File: src/rtl/div_pkg.sv
// Shared definitions for the shift-and-subtract divider.
// Holds the default operand width, the FSM state type and the counter width.
package div_pkg;

    localparam int DEFAULT_DATA_WIDTH = 8;
    localparam int CNT_W              = $clog2(DEFAULT_DATA_WIDTH);

    typedef enum logic [1:0] {
        IDLE,
        CALC,
        DONE
    } state_t;

endpackage

File: src/rtl/div_trial_sub.sv
// Combinational trial subtractor for the divider.
// Returns the difference and a borrow that is high when the minuend is smaller.
module div_trial_sub #(
    parameter int WIDTH = 9
) (
    input  logic [WIDTH-1:0] minuend_i,
    input  logic [WIDTH-1:0] subtrahend_i,
    output logic [WIDTH-1:0] diff_o,
    output logic             borrow_o
);

    assign {borrow_o, diff_o} = {1'b0, minuend_i} - {1'b0, subtrahend_i};

endmodule

File: src/rtl/shift_sub_divider.sv
// Sequential restoring divider: one quotient bit per clock under a start/busy/done handshake.
// Optional macro DIV_ZERO_FAST_EN: a zero divisor skips the iteration and completes in one cycle.
module shift_sub_divider
    import div_pkg::*;
#(
    parameter int DATA_WIDTH = DEFAULT_DATA_WIDTH
) (
    input  logic                  i_clk,
    input  logic                  i_rst_n,
    input  logic                  i_start,
    input  logic [DATA_WIDTH-1:0] i_dividend,
    input  logic [DATA_WIDTH-1:0] i_divisor,
    input  logic                  i_q_oe,
    input  logic                  i_r_oe,
    output logic                  o_busy,
    output logic                  o_done,
    output logic [DATA_WIDTH-1:0] o_quotient,
    output logic [DATA_WIDTH-1:0] o_remainder,
    output logic                  o_div_by_zero
);

    localparam int CntW = $clog2(DATA_WIDTH);

    state_t                state_q;
    logic [CntW-1:0]       cnt_q;
    logic [DATA_WIDTH-1:0] div_q;
    logic [DATA_WIDTH-1:0] quo_q;
    logic [DATA_WIDTH-1:0] rem_q;
    logic                  dz_q;
    logic                  busy_q;
    logic                  done_q;
    logic [DATA_WIDTH-1:0] quoRes_q;
    logic [DATA_WIDTH-1:0] remRes_q;
    logic                  dzRes_q;

    logic [DATA_WIDTH:0]   remShift_d;
    logic [DATA_WIDTH:0]   diff_d;
    logic                  borrow_d;
    logic [DATA_WIDTH-1:0] remStep_d;
    logic [DATA_WIDTH-1:0] quoStep_d;
    logic                  diffMsbUnused;

    // The partial remainder stays below the divisor, so N bits hold it between steps;
    // only the shifted trial value needs the extra bit.
    assign remShift_d = {rem_q, quo_q[DATA_WIDTH-1]};

    div_trial_sub #(
        .WIDTH(DATA_WIDTH + 1)
    ) u_trial_sub (
        .minuend_i   (remShift_d),
        .subtrahend_i({1'b0, div_q}),
        .diff_o      (diff_d),
        .borrow_o    (borrow_d)
    );

    assign diffMsbUnused = diff_d[DATA_WIDTH];
    assign remStep_d     = borrow_d ? remShift_d[DATA_WIDTH-1:0] : diff_d[DATA_WIDTH-1:0];
    assign quoStep_d     = {quo_q[DATA_WIDTH-2:0], ~borrow_d};

    always_ff @(posedge i_clk or negedge i_rst_n) begin
        if (!i_rst_n) begin
            state_q  <= IDLE;
            cnt_q    <= '0;
            div_q    <= '0;
            quo_q    <= '0;
            rem_q    <= '0;
            dz_q     <= 1'b0;
            busy_q   <= 1'b0;
            done_q   <= 1'b0;
            quoRes_q <= '0;
            remRes_q <= '0;
            dzRes_q  <= 1'b0;
        end else begin
            case (state_q)
                IDLE, DONE: begin
                    done_q <= 1'b0;
                    busy_q <= 1'b0;
                    if (i_start) begin
                        div_q <= i_divisor;
                        quo_q <= i_dividend;
                        rem_q <= '0;
                        cnt_q <= '0;
                        dz_q  <= (i_divisor == '0);
`ifdef DIV_ZERO_FAST_EN
                        if (i_divisor == '0) begin
                            state_q  <= DONE;
                            done_q   <= 1'b1;
                            quoRes_q <= '1;
                            remRes_q <= i_dividend;
                            dzRes_q  <= 1'b1;
                        end else begin
                            state_q <= CALC;
                            busy_q  <= 1'b1;
                        end
`else
                        state_q <= CALC;
                        busy_q  <= 1'b1;
`endif
                    end else begin
                        state_q <= IDLE;
                    end
                end
                CALC: begin
                    rem_q <= remStep_d;
                    quo_q <= quoStep_d;
                    cnt_q <= cnt_q + CntW'(1);
                    if (cnt_q == CntW'(DATA_WIDTH - 1)) begin
                        state_q  <= DONE;
                        busy_q   <= 1'b0;
                        done_q   <= 1'b1;
                        quoRes_q <= quoStep_d;
                        remRes_q <= remStep_d;
                        dzRes_q  <= dz_q;
                    end
                end
                default: begin
                    state_q <= IDLE;
                    busy_q  <= 1'b0;
                    done_q  <= 1'b0;
                end
            endcase
        end
    end

    assign o_busy        = busy_q;
    assign o_done        = done_q;
    assign o_quotient    = i_q_oe ? quoRes_q : '0;
    assign o_remainder   = i_r_oe ? remRes_q : '0;
    assign o_div_by_zero = dzRes_q;

endmodule

File: config.mk
export PLATFORM = sky130hd
export DESIGN_NAME = shift_sub_divider
export DESIGN_NICKNAME = d
export VERILOG_FILES = /design/src/rtl/div_pkg.sv /design/src/rtl/div_trial_sub.sv /design/src/rtl/shift_sub_divider.sv
export SDC_FILE = /design/constraint.sdc
export NUM_CORES = 1
export LEC_CHECK = 0
export CORE_MARGIN = 3
export CORE_UTILIZATION = 45
export DETAILED_ROUTE_END_ITERATION = 10
export PLACE_DENSITY_LB_ADDON = 0.2
export SYNTH_ARGS = -nofsm -noshare
export SYNTH_HDL_FRONTEND = slang
export SYNTH_HIERARCHICAL = 1
export SYNTH_SLANG_ARGS = --single-unit
File: constraint.sdc
create_clock -name i_clk -period 3.8 [get_ports i_clk]
set_input_delay 0.38 -clock i_clk [delete_from_list [all_inputs] [get_ports i_clk]]
set_output_delay 0.38 -clock i_clk [all_outputs]
set_load 0.01 [all_outputs]
==> impl_metrics.py, run 1 <==
metrics = {
    "sta": {
        "setup_viol": 0,
        "rsz0062_at_grt": "no",
        "slew-limit-headroom": 0.323,
        "min_period_ns": 2.28,
        "finalCritPeriodShare": 0.600,
        "fin_worst_skew_ns": 0.00884,
        "fmax_mhz": 439,
        "final_hold_viol_count": 0,
        "setup_tns_ns": 0,
        "worst_pin_slew_ns": 1.02,
        "drv_slew": 0,
        "whs_ns": 0.250,
    },
    "status": {
        "outcome": "complete, no violations",
    },
    "synth": {
        "syn_area_um2": 2380,
        "yosys_warnings": 6,
        "syn_inst": 209,
        "syn-num-nets": 242,
        "syn_area_per_cell_um2": 11.4,
    },
    "cts": {
        "cts_htree_levels": 2,
        "clkTransAtPathRegs_ns": 0.09,
        "holdBufCountCts": 0,
        "clockBufferDepth": 2,
        "cts-root-buf": "clkbuf_8",
        "numCtsBuffers": 5,
        "worstSkewPairLatency_ns": 0.30,
        "cts_resized": 0,
        "cts_setup_buffers": 0,
        "cts.sinks": 47,
        "cts_tree": "yes",
    },
    "pwr": {
        "ir_drop_uv": 367,
        "p_leak_nw": 1.41,
        "p_total_mw": 2.47,
        "power_density_nw_per_um2": 848,
    },
    "floorplanning": {
        "rows": 25,
        "ios": 40,
        "dieArea_um2": 6190,
        "fp.dieW_um": 78.7,
        "core_area_um2": 4910,
        "initial_core_util": 0.484,
        "die_h_um": 78.7,
    },
    "final_layout": {
        "multi_input_area_um2": 1080,
        "final_nets": 281,
        "seqCellArea_um2": 1180,
        "drive_gt1_frac": 0.120,
        "design_area_um2": 2910,
        "diodes": 0,
        "syn_to_final_growth_pct": 22.4,
        "fillCellCount": 436,
        "instances_no_fill": 316,
    },
    "global_route": {
        "grt_pass1_vias": 1567,
        "grt-ovfl-total": 0,
        "grt_pass1_wl_um": 7390,
        "antenna_found_initial": 0,
        "grt_max_degree": 48,
        "grt_use_total": 0.154,
    },
    "place": {
        "dp_cells": 308,
        "gp_congestion": 0.814,
        "dp_hpwl_um": 3150,
        "place_area_um2": 2790,
        "numPortBuffers": 39,
    },
    "detailed_routing": {
        "drtPass1Iterations": 4,
        "vias": 1600,
        "drc": 0,
        "drtIter0Drc": 90,
        "drtAntennaViolNets": 0,
        "wl_per_cell_um": 13.7,
        "viasPerCell": 5.06,
        "wirelength_um": 4340,
    },
    "flow_run": {
        "maxCapViolations": 0,
    },
    "worst_setup_path": {
        "crit_arrival_ns": 2.45,
        "critPathKind": "flop to flop",
        "cp.required_ns": 3.97,
        "path_max_fanout": 10,
        "worstSetupStartpointType": "flop",
        "critPathCaptureType": "flop",
    },
    "min_path": {
        "hp-class": "input port to asynchronous set/reset pin",
    },
}
==> final cells by class <==
| cell class | count | area share |
|---|---|---|
| Clock buffer | 5 | 0.0237 |
| Sequential cell | 47 | 0.404 |
| Inverter | 15 | 0.0194 |
| Clock inverter | 3 | 0.0159 |
| Multi-Input combinational cell | 139 | 0.373 |
| Tap cell | 67 | 0.0288 |
| Timing Repair Buffer | 40 | 0.135 |
==> metrics by stage <==
stage	utilization	worst slack [ns]
after floorplan	-	1.64
after global placement	0.569	1.61
after detailed placement	0.569	1.55
after CTS	0.592	1.54
after global routing	0.592	1.38
final	0.592	1.52
==> sequential cells by signal, indices dropped and copies added (netlist names), 3 cells and up <==
signal    flops
rem_q         8
quoRes_q      8
remRes_q      8
div_q         8
quo_q         8
cnt_q         3
==> power by group <==
part,internal (mW),leakage (nW),switching (mW),total (mW)
Clock,0.198,0.0548,0.175,0.373
Sequential,0.730,0.586,0.149,0.879
Combinational,0.609,0.769,0.605,1.21
Total,1.54,1.41,0.928,2.47
==> cells in the final DEF (no fill, tap or decap), types with 2 or more instances in the layout <==
cell,count
a22o_1,2
xor2_1,3
nand2_1,20
nor4_1,2
nand3_1,2
mux2i_1,15
ha_1,11
o21ai_1,7
o21ai_0,13
dfrtp_1,47
xnor2_1,3
and2_1,18
o2bb2ai_1,8
clkdlybuf4s50_1,38
mux2_2,15
a21oi_1,3
inv_1,14
a21o_1,3
clkbuf_8,5
==> layer usage <==
layer / up-vias / global-route usage / wire, um
li1: 799 / - / -
met1: 756 / 0.213 / 2160
met2: 41 / 0.235 / 1930
met3: 4 / 0.0367 / 212
met4: 0 / 0.0524 / 41
met5: - / 0 / 0
==> critical path, cell delays in order, from the launching register on <==
cell and delay, ns:
dfrtp_1 0.44, ha_1 0.36, a21oi_1 0.23, o21ai_0 0.12
a41o_1 0.24, a31oi_1 0.18, buf_4 0.23, mux2i_1 0.26
o21ai_0 0.10
==> path summary, 6_finish.rpt <==
kind,start,end,slack (ns),cells after the start
min reg2reg,remRes_q[5]$_DFFE_PN0P_,remRes_q[5]$_DFFE_PN0P_,0.48,2
min,i_rst_n,rem_q[5]$_DFFE_PN0P_,0.25,1
min in group i_clk,remRes_q[5]$_DFFE_PN0P_,remRes_q[5]$_DFFE_PN0P_,0.48,2
max reg2reg,rem_q[3]$_DFFE_PN0P_,remRes_q[2]$_DFFE_PN0P_,1.52,8
max in group asynchronous,i_rst_n,div_q[7]$_DFFE_PN0P_,2.92,1
max,rem_q[3]$_DFFE_PN0P_,remRes_q[2]$_DFFE_PN0P_,1.52,8
Power figures use the tool's default switching activity.
==> inputs of run 2 (changes only) <==
==> constraint.sdc (replaced) <==
create_clock -name i_clk -period 2.4 [get_ports i_clk]
set_input_delay 0.24 -clock i_clk [delete_from_list [all_inputs] [get_ports i_clk]]
set_output_delay 0.24 -clock i_clk [all_outputs]
set_load 0.01 [all_outputs]
==> run 2 against run 1 <==
Clock power up 54%; sequential share of layout area down 0.36 points; register-to-register slack worse by 1.4 ns; combinational power up 60%; routed wire length up 2.0%; total power up 59%; critical endpoint is now remRes_q[6]$_DFFE_PN0P_.
==> impl_metrics.py, run 2 (synthesis gave the netlist of run 1 again) <==
metrics = {
    "status": {
        "outcome": "complete, no violations",
    },
    "sta": {
        "fin_worst_skew_ns": 0.00849,
        "final_hold_viol_count": 0,
        "setup_tns_ns": 0,
        "whs_ns": 0.353,
        "rsz0062_at_grt": "no",
        "finalCritPeriodShare": 0.942,
        "timing.final.ws_setup_ns": 0.139,
        "fmax_mhz": 442,
        "setup_viol": 0,
        "min_period_ns": 2.26,
        "drv_slew": 0,
    },
    "detailed_routing": {
        "vias": 1604,
        "drtIter0Drc": 93,
        "drtPass1Iterations": 4,
        "drtAntennaViolNets": 0,
        "wl_per_cell_um": 13.9,
        "wirelength_um": 4430,
        "drc": 0,
        "viasPerCell": 5.03,
    },
    "worst_setup_path": {
        "reg2reg_depth": 8,
        "path_max_fanout": 10,
        "worstSetupStartpointType": "flop",
        "critPathKind": "flop to flop",
        "critical-path-slowest-cell": "dfrtp_1",
        "critPathCaptureType": "flop",
        "timing.rr.start": "rem_q[0]$_DFFE_PN0P_",
        "cp.required_ns": 2.57,
        "critPathTopFamily": "compound AO/OA/AOI/OAI gates",
        "crit_chain": "ha_1 > a21o_1 > a21o_1 > a41o_1 > a31oi_1 > buf_4 > mux2i_1 > o21ai_0",
        "crit_top_cell": "a21o_1",
        "critPathMaxStageDelay_ns": 0.44,
        "critPathBufInv": 1,
        "reg2reg_to": "remRes_q[6]$_DFFE_PN0P_",
        "cp.depth": 8,
        "crit_arrival_ns": 2.43,
        "r2r_slack_ns": 0.14,
    },
    "cts": {
        "worstSkewPairLatency_ns": 0.30,
        "clkTransAtPathRegs_ns": 0.08,
        "cts_htree_levels": 2,
        "cts-root-buf": "clkbuf_8",
        "cts_tree": "yes",
        "cts.sinks": 47,
        "clockBufferDepth": 2,
        "cts_setup_buffers": 0,
        "numCtsBuffers": 5,
    },
    "min_path": {
        "hp-class": "input port to asynchronous set/reset pin",
    },
    "floorplanning": {
        "initial_core_util": 0.484,
        "fp.dieW_um": 78.7,
        "die_h_um": 78.7,
        "dieArea_um2": 6190,
        "rows": 25,
        "ios": 40,
        "core_area_um2": 4910,
    },
    "pwr": {
        "p_total_mw": 3.91,
        "power_density_nw_per_um2": 1330,
        "ir_drop_uv": 755,
        "p_leak_nw": 1.42,
    },
    "final_layout": {
        "drive_gt1_frac": 0.131,
        "diodes": 0,
        "multi_input_area_um2": 1090,
        "fillCellCount": 449,
        "final_nets": 284,
        "syn_to_final_growth_pct": 23.5,
        "final_common_cell": "dfrtp_1",
        "postLayoutCoreUtil": 0.597,
        "final_cell_mix": "dfrtp_1 (47), clkdlybuf4s50_1 (38), nand2_1 (20), and2_1 (18), mux2_2 (15)",
        "instances_no_fill": 319,
        "design_area_um2": 2930,
        "seqCellArea_um2": 1180,
    },
    "global_route": {
        "grt_use_total": 0.160,
        "antenna_found_initial": 0,
        "grt_max_degree": 28,
        "grt-ovfl-total": 0,
        "grt_pass1_wl_um": 7670,
        "grt_pass1_vias": 1555,
    },
    "place": {
        "dp_slack_ns": 0.148,
        "place_area_um2": 2810,
        "numPortBuffers": 39,
        "gp_congestion": 0.825,
        "dp_hpwl_um": 3400,
        "dp_cells": 310,
    },
    "flow_run": {
        "maxCapViolations": 0,
    },
}
==> run 2: cell types whose count changed in the layout (fill, tap and decap cells not counted), sizes merged <==
cell / previous run / this run
buf: 2 / 4
clkinv: 0 / 2
clkinvlp: 1 / 0
dlygate4sd3: 0 / 1
inv: 16 / 15
==> run 2: worst max path at each step <==
stage / to / slack, ns / from
finish: remRes_q[6]$_DFFE_PN0P_ / 0.14 / rem_q[0]$_DFFE_PN0P_
global route: remRes_q[2]$_DFFE_PN0P_ / 0.002 / rem_q[3]$_DFFE_PN0P_
CTS: remRes_q[6]$_DFFE_PN0P_ / 0.13 / rem_q[0]$_DFFE_PN0P_
detailed placement: remRes_q[6]$_DFFE_PN0P_ / 0.15 / rem_q[0]$_DFFE_PN0P_
global placement: remRes_q[7]$_DFFE_PN0P_ / 0.21 / rem_q[0]$_DFFE_PN0P_
floorplan: rem_q[0]$_DFFE_PN0P_ / 0.24 / rem_q[0]$_DFFE_PN0P_
==> run 2: cell type report <==
cell class	count	area share
clock inverters	3	0.0149
flip-flops and latches	47	0.401
inverters	15	0.0192
clock buffers	5	0.0235
multi-input cells	139	0.371
repair buffers	43	0.142
well taps	67	0.0286
==> run 2: routing by layer <==
layer	GRT usage	share of wire	vias to the layer above
met2	0.236	0.45	39
li1	-	-	805
met1	0.228	0.49	756
met3	0.0401	0.050	4
met5	0	0	-
met4	0.0577	0.013	0
==> run 2: where the power goes <==
group	switching (mW)	total, mW	internal, mW
Sequential	0.244	1.40	1.16
Combinational	0.956	1.94	0.982
Clock	0.266	0.576	0.310
==> run 2: timing repair <==
item,CTS,global route
endpoints found under the setup margin,0,2
resized for setup,0,1
hold endpoints to repair,11,0
hold buffers,1,0
